==> config.mk <==
export PLATFORM = sky130hd
export DESIGN_NAME = mem_ctrl
export DESIGN_NICKNAME = d
export VERILOG_FILES = /design/src/rtl/mem_ctrl_pkg.sv /design/src/rtl/mem_ctrl.sv
export SDC_FILE = /design/constraint.sdc
export NUM_CORES = 1
export LEC_CHECK = 0
export CAP_MARGIN = 20
export CORE_MARGIN = 4
export CORE_UTILIZATION = 35
export CTS_CLUSTER_SIZE = 30
export DETAILED_ROUTE_END_ITERATION = 7
export HOLD_SLACK_MARGIN = 0.1
export SETUP_SLACK_MARGIN = 0.05
export SYNTH_ARGS = -nofsm -noshare
export SYNTH_HDL_FRONTEND = slang
export SYNTH_SLANG_ARGS = --single-unit
==> constraint.sdc <==
create_clock -name clk -period 2.88 [get_ports clk]
set_input_delay 0.864 -clock clk [delete_from_list [all_inputs] [get_ports clk]]
set_output_delay 0.864 -clock clk [all_outputs]
set_load 0.1 [all_outputs]
==> src/rtl/mem_ctrl_pkg.sv <==
// Shared types and constants for mem_ctrl: FSM states, request record, byte-lane helper.
package mem_ctrl_pkg;

    localparam int ADDR_W = 32;
    localparam int DATA_W = 32;
    localparam int BYTE_W = 8;

    // mem_a[17:16] value that selects the UART window
    localparam logic [1:0] IO_WINDOW = 2'b11;

    typedef enum logic [1:0] {
        IDLE  = 2'd0,
        READ  = 2'd1,
        WRITE = 2'd2
    } state_t;

    typedef struct packed {
        logic [ADDR_W-1:0] addr;
        logic [DATA_W-1:0] data;
        logic [2:0]        size;
        logic              wr;
    } req_t;

    function automatic logic [BYTE_W-1:0] byte_lane(input logic [DATA_W-1:0] word,
                                                    input logic [1:0] idx);
        return word[{idx, 3'b000} +: BYTE_W];
    endfunction

endpackage

==> src/rtl/mem_ctrl.sv <==
// Byte-serial RAM controller: fetch and load/store clients, LSB priority, drop/rollback aborts.
// Optional IO_STALL_EN macro: stores into the UART window wait while io_buffer_full is high.
module mem_ctrl
    import mem_ctrl_pkg::*;
(
    input  logic              clk,
    input  logic              rst,
    input  logic              rdy,
    input  logic [ADDR_W-1:0] pc_from_if,
    input  logic              ena_from_if,
    input  logic              drop_flag_from_if,
    output logic              ok_flag_to_if,
    output logic [DATA_W-1:0] inst_to_if,
    input  logic [ADDR_W-1:0] addr_from_lsb,
    input  logic              ena_from_lsb,
    input  logic              wr_flag_from_lsb,
    input  logic [2:0]        size_from_lsb,
    input  logic [DATA_W-1:0] data_from_lsb,
    output logic              ok_flag_to_lsb,
    output logic [DATA_W-1:0] data_to_lsb,
    input  logic              rollback_flag_from_rob,
    input  logic [BYTE_W-1:0] mem_din,
    output logic [BYTE_W-1:0] mem_dout,
    output logic [ADDR_W-1:0] mem_a,
    output logic              mem_wr,
    input  logic              io_buffer_full
);

    state_t            state;
    req_t              pend_ls_req, cur, ls_in, ls_sel;
    logic              pend_ls, pend_if, cur_fetch, wr_q;
    logic [ADDR_W-1:0] pend_if_pc, if_addr, next_addr;
    logic [2:0]        cnt, next_cnt;
    logic [1:0]        lane;
    logic [DATA_W-1:0] word, word_next;
    logic              ls_new, ls_live, if_live, take_ls, take_if, abort, stall;
    logic              held;
    logic [BYTE_W-1:0] din_hold, din;

`ifdef IO_STALL_EN
    assign stall = (state == WRITE) && io_buffer_full && (mem_a[17:16] == IO_WINDOW);
`else
    logic unused_io;
    assign unused_io = io_buffer_full;
    assign stall     = 1'b0;
`endif

    assign mem_wr = wr_q && rdy && !stall;

    always_comb begin
        ls_in     = '{addr: addr_from_lsb, data: data_from_lsb,
                      size: size_from_lsb, wr: wr_flag_from_lsb};
        ls_new    = ena_from_lsb && !(rollback_flag_from_rob && !wr_flag_from_lsb);
        ls_live   = pend_ls && !(rollback_flag_from_rob && !pend_ls_req.wr);
        if_live   = (pend_if || ena_from_if) && !drop_flag_from_if;
        ls_sel    = ls_live ? pend_ls_req : ls_in;
        if_addr   = pend_if ? pend_if_pc : pc_from_if;
        take_ls   = (state == IDLE) && (ls_live || ls_new);
        take_if   = (state == IDLE) && !take_ls && if_live;
        abort     = (state == READ) &&
                    (cur_fetch ? drop_flag_from_if : (rollback_flag_from_rob && !cur.wr));
        // After a rdy-low gap mem_din reflects the held mem_a, not the byte still owed
        din       = held ? din_hold : mem_din;
        lane      = cnt[1:0] - 2'd1;
        word_next = word;
        if (cnt != 3'd0)
            word_next[{lane, 3'b000} +: BYTE_W] = din;
        next_cnt  = cnt + 3'd1;
        next_addr = cur.addr + {29'd0, cnt} + 32'd1;
    end

    always_ff @(posedge clk or negedge rst) begin
        if (!rst) begin
            state          <= IDLE;
            pend_ls        <= 1'b0;
            pend_if        <= 1'b0;
            pend_ls_req    <= '0;
            pend_if_pc     <= '0;
            cur            <= '0;
            cur_fetch      <= 1'b0;
            cnt            <= 3'd0;
            word           <= '0;
            wr_q           <= 1'b0;
            mem_a          <= '0;
            mem_dout       <= '0;
            ok_flag_to_if  <= 1'b0;
            ok_flag_to_lsb <= 1'b0;
            inst_to_if     <= '0;
            data_to_lsb    <= '0;
            held           <= 1'b0;
            din_hold       <= '0;
        end else if (!rdy) begin
            if (!held) begin
                held     <= 1'b1;
                din_hold <= mem_din;
            end
        end else begin
            held           <= 1'b0;
            ok_flag_to_if  <= 1'b0;
            ok_flag_to_lsb <= 1'b0;

            if (take_ls)
                pend_ls <= 1'b0;
            else if (ls_new) begin
                pend_ls     <= 1'b1;
                pend_ls_req <= ls_in;
            end else if (rollback_flag_from_rob && !pend_ls_req.wr)
                pend_ls <= 1'b0;

            if (take_if || drop_flag_from_if)
                pend_if <= 1'b0;
            else if (ena_from_if) begin
                pend_if    <= 1'b1;
                pend_if_pc <= pc_from_if;
            end

            case (state)
                IDLE: begin
                    cnt  <= 3'd0;
                    word <= '0;
                    if (take_ls) begin
                        cur       <= ls_sel;
                        cur_fetch <= 1'b0;
                        state     <= ls_sel.wr ? WRITE : READ;
                        mem_a     <= ls_sel.addr;
                        wr_q      <= ls_sel.wr;
                        mem_dout  <= byte_lane(ls_sel.data, 2'd0);
                    end else if (take_if) begin
                        cur       <= '{addr: if_addr, data: '0, size: 3'd4, wr: 1'b0};
                        cur_fetch <= 1'b1;
                        state     <= READ;
                        mem_a     <= if_addr;
                        wr_q      <= 1'b0;
                    end
                end
                READ: begin
                    if (abort)
                        state <= IDLE;
                    else begin
                        word <= word_next;
                        if (cnt == cur.size) begin
                            state <= IDLE;
                            if (cur_fetch) begin
                                inst_to_if    <= word_next;
                                ok_flag_to_if <= 1'b1;
                            end else begin
                                data_to_lsb    <= word_next;
                                ok_flag_to_lsb <= 1'b1;
                            end
                        end else begin
                            cnt <= next_cnt;
                            if (next_cnt != cur.size)
                                mem_a <= next_addr;
                        end
                    end
                end
                WRITE: begin
                    if (!stall) begin
                        if (next_cnt == cur.size) begin
                            wr_q           <= 1'b0;
                            ok_flag_to_lsb <= 1'b1;
                            state          <= IDLE;
                        end else begin
                            cnt      <= next_cnt;
                            mem_a    <= next_addr;
                            mem_dout <= byte_lane(cur.data, next_cnt[1:0]);
                        end
                    end
                end
                default: state <= IDLE;
            endcase
        end
    end

endmodule

Yosys cells after proc, flatten, opt, wreduce, memory -nomap -nowiden
Cells that the tools add are included.

Register bits: 324. Output and inout bits: 107. Logic and storage cells: 143.

Add/sub/neg operators: 5. Equality and inequality tests: 13. Shift-type cells: 3. Mux-type cells: 52. Bitwise operators: 4. Reduce and logical (&&, ||, !) cells: 42.

Operators by type and width (count): $mux 32 (9); $mux 68 (3); $pmux 32 s3 (1); $pmux 32 s2 (1); $add 32x1->32 const B (1); $add 32x3->32 (1); $bwmux 32 (1); $shift 8x7->32 const A (1); $shiftx 32x6->8 (1); $shiftx 8x7->32 (1); $mux 8 (3); $mux 1 (20); $pmux 8 s2 (1); $reduce_and 5->1 (3); $mux 2 (6); $reduce_and 3->1 (4); $reduce_and 4->1 (3); $logic_and 1x1->1 (11); $ne 2x2->1 const B (5); $mux 3 (3); $pmux 3 s3 (1); $reduce_bool 3->1 (3); $reduce_bool 2->1 (4); $logic_not 1->1 (7); 17 further kinds (25).

Longest topological paths before layout
Depth after elaboration: 12. Gate-level depth with buffers: 10. Mapped depth without buffers: 9.

Worst setup path before layout
No wires, ideal clock.

Kind: input to output. From: in rdy. To: out mem_wr. Arrival time: 2227 ps. Data required time: 2016 ps. Slack: -211 ps. Stages on the path: 3. Path through: clkbuf_1 clkbuf_1 and2_1.

Longest elaborated chain between the ends: 1.

RTL lines: start, declared (RTL line mem_ctrl.sv:8) `input logic rdy,`; $logic_and 1x1->1 (RTL line mem_ctrl.sv:48) `assign mem_wr = wr_q && rdy && !stall;`; end, declared (RTL line mem_ctrl.sv:25) `output logic mem_wr,`.

No other way between the ends.

Final worst setup path
From: in rollback_flag_from_rob. To: reg word[5].

Longest elaborated chain between the ends: 5.

RTL lines: start, declared (RTL line mem_ctrl.sv:21) `input logic rollback_flag_from_rob,`; $logic_and 1x1->1 (RTL line mem_ctrl.sv:61) `(cur_fetch ? drop_flag_from_if : (rollback_flag_from_rob && !cur.wr));`; $mux 1 (RTL line mem_ctrl.sv:61); $logic_and 1x1->1 (RTL line mem_ctrl.sv:60) `abort = (state == READ) &&`; $ne 2x2->1 (no line); $reduce_and 3->1 (no line); end signal, assigned (RTL line mem_ctrl.sv:140) `word <= word_next;`; end, declared (RTL line mem_ctrl.sv:35) `logic [DATA_W-1:0] word, word_next;`.

No other way between the ends. A chain may end at the register's enable or synchronous reset.

==> run_results.csv <==
group,metric,value,unit
run_status,status,"complete, no violations",
placement,place.gp.congestion,0.8345,
timing,period_share,94.28,%
synth,syn_area_per_cell,10.99,µm²
placement,port_buffers,221,
worst_setup_path,worstPathRequired,3.34,ns
global_routing,grt.overflow.total,0,
power,pwr-share-seq,29.8,%
floorplan,rows,77,
global_routing,grt_max_degree,85,
placement,place_hpwl,32770,µm
layout,final_util,45.76,%
worst_setup_path,crit_chain,"clkdlybuf4s50_1, or3b_2, nand4_1, buf_4, nor3_1, a22o_1",
timing,hold_violations,0,
floorplan,initial_utilization,35.55,%
synth,synth_ff_type,"dfrtp_1",
synth,netlist_area,0.01579,mm²
timing,worst_pin_slew,0.9229,ns
drt,first_pass_iters,5,
floorplan,die_y,220.4,µm
clock_tree,clk_latency,0.54,ns
worst_setup_path,path_class,"in -> reg",
worst_setup_path,worstPathMaxFanout,8,
synth,yosysWarnings,0,
power,p_leak,8.950,nW
placement,dp.cells,2245,
power,power,25.29,mW
synth,synth_top_area_cell,"dfrtp_1",
synth,synth_edf_count,0,
power,p_per_area,1244,mW/mm²
power,switching_share,46.73,%
global_routing,track_usage,17.98,%
clock_tree,post_cts_buffers,0,
synth,synth_area_leaders,"dfrtp_1 (51%), mux2_2 (11%), mux2i_1 (4.1%)",
timing,rsz0062_at_grt,"no",
synth,synth_seq_cells,324,
layout,nFillCells,4115,
synth,async_flop_share,100.0,%
run,drv_cap,0,
synth,synth.distinct_cells,72,
global_routing,grt_pass1_vias,11810,
worst_setup_path,worst_path_dominant_cell_family,"simple AND/OR/NAND/NOR gates",
global_routing,grt_pass1_wl,68850,µm
drt,detail_route.wl_per_cell,19.08,µm
worst_setup_path,critPathMaxStageDelay,0.75,ns
timing,relSlewSlack,38.00,%
drt,wl,44160,µm
layout,drive_above_1_share,26.19,%
clock_tree,htree_levels,2,
power,ir_drop,733.9,µV
layout,finalNonFillerCells,2315,
worst_setup_path,slowest_stage,"nor3_1",
worst_setup_path,reg2reg_slack,0.29,ns
layout,nets,1824,
global_routing,antenna_found_initial,3,
worst_hold_path,hp-class,"in -> async",
clock_tree,cts_tree,"built",
synth,synthTopCellsByCount,"dfrtp_1 (324), mux2_2 (152), nand2_1 (136)",
timing,period_minus_slack,2.715,ns
worst_setup_path,cp.arrival,3.18,ns
timing,slew_viol_final,0,
synth,synth_top_area_share,51.35,%
floorplan,io_pins,223,
worst_setup_path,path_buf_inv,2,
drt,via_count,12110,
synth,syn_nets,1567,
floorplan,coreArea,0.04441,mm²
power,p_sw,11.82,mW
clock_tree,cts_buffers,38,
power,comb_power_share,51.0,%
floorplan,die_area,0.04857,mm²
clock_tree,root_buffer,"clkbuf_16",
timing,finalSetupViolations,0,
layout,area_delta_synth_final,28.73,%
worst_setup_path,startpoint_type,"input pin",
clock_tree,path_clk_slew,0.06,ns
power,p_clk_share,19.2,%
timing,fmax,368.3,MHz
worst_setup_path,cp-end-kind,"register",
timing,fin_worst_skew,0.02258,ns
power,p_int,13.47,mW
synth,syn_inst,1437,
floorplan,die_width,220.4,µm
clock_tree,cts_sinks,324,
drt,drc,0,
synth,seq_area_frac_synth,51.35,%
drt,via_per_inst,5.230,
drt,first_iter_violations,1020,
clock_tree,ctsLongestPathBuffers,3,
synth,synth.most_common_cell,"dfrtp_1",
drt,ant_nets,0,
worst register-to-register path, delay by kind of cell (launching register included):
family | cells | cell delay, ns
AOI/OAI and AO/OA | 4 | 0.96
DFF | 1 | 0.39
adders and majority gates | 2 | 0.66
and+or+nand+nor | 1 | 0.16
buffers and inverters | 2 | 0.30
cell usage in the layout, fill, tap and decap left out, types with 5 or more instances in the layout:
master / instances
a21boi_0: 9
o211ai_1: 5
nand3b_1: 5
mux4_2: 8
ha_1: 12
a21oi_1: 69
clkbuf_1: 5
xnor2_1: 7
clkbuf_16: 39
nand4_1: 18
mux2i_1: 64
nor3b_1: 10
buf_12: 23
mux2_2: 152
inv_1: 28
xor2_1: 7
a211oi_1: 30
nand3_1: 14
nand2b_1: 5
a22oi_1: 33
o21ai_0: 113
clkbuf_8: 13
a31oi_1: 15
clkdlybuf4s50_1: 112
nand2_1: 136
nor3_1: 15
and3_1: 10
dfrtp_1: 323
nor4_1: 5
buf_4: 173
nor2_1: 81
clkinv_2: 5
o31ai_1: 61
a22o_1: 33
and4_1: 9
final timing paths:
kind | endpoint | startpoint | cells past startpoint
max | word[5]$_DFFE_PN0P_ | rollback_flag_from_rob | 6
min | data_to_lsb[25]$_DFFE_PN0P_ | rst | 1
max reg2reg | mem_a[20]$_DFFE_PN0P_ | cnt[0]$_DFFE_PN0P_ | 9
min reg2reg | cur[35]$_DFFE_PN0P_ | cur[35]$_DFFE_PN0P_ | 2
max in group asynchronous | cur[55]$_DFFE_PN0P_ | rst | 2
min in group clk | cur[35]$_DFFE_PN0P_ | cur[35]$_DFFE_PN0P_ | 2
metrics by stage:
step	worst slack [ns]	area [µm²]	hold WS [ns]	TNS, ns
floorplan	0.06297	15790	0.4432	0
global placement	-0.2286	19040	0.4564	-6.792
detailed placement	-0.3158	19040	0.4645	-8.651
CTS	0.05282	20310	0.2516	0
global route	0.06711	20330	0.2633	0
finish	0.1646	20330	0.2573	0
cells by family (layout without fill, tap and decap cells):
group	Yosys count	in the layout	synth area share [%]
buf+inv	122	407	3.471
simple gates	335	335	10.16
other cells	0	1	0
flops	324	324	51.35
xor+xnor	15	15	0.9272
fa+ha+maj	14	14	1.157
compound gates	401	401	16.75
mux	226	226	16.18
layout make-up:
class	instances	area, µm²	share of cell area (%)
Tap cell	592	740.7	3.644
Timing Repair Buffer	311	2909	14.31
Sequential cell	324	8109	39.90
Antenna cell	1	2.502	0.01231
Clock inverter	11	95.09	0.4678
Multi-Input combinational cell	991	7191	35.38
Clock buffer	57	1174	5.774
Inverter	28	105.1	0.5171
per-layer routing:
metal	routed length (µm)	share of wire [%]	vias up	GRT usage, %
li1	-	-	5812	-
met4	1271	2.9	4	5.736
met5	23	0.052	-	0
met3	2698	6.1	74	3.543
met2	18450	42	320	25.77
met1	21720	49	5898	27.28
flip-flops by register name, indices dropped and copies added, names as in the netlist, 2 cells and up:
register     flops
din_hold         8
pend_if_pc      32
state            2
cur             68
word            32
data_to_lsb     32
mem_a           32
inst_to_if      32
pend_ls_req     68
mem_dout         8
cnt              3
power groups by stage:
stage	clock, mW	sequential, mW	combinational, mW
after global routing	5.16	7.75	13.8
after global placement	0	7.52	12.8
after CTS	4.98	7.54	12.9
after detailed placement	0	7.61	12.9
final	4.85	7.54	12.9
after floorplan	0	11.2	5.50
repair_timing:
item	4_1_cts	5_1_grt
hold buffers	0	0
cloned	0	0
resized for setup	1	2
endpoints found under the hold margin	0	0
setup endpoints to repair	1	20
Power figures use the tool's default switching activity.
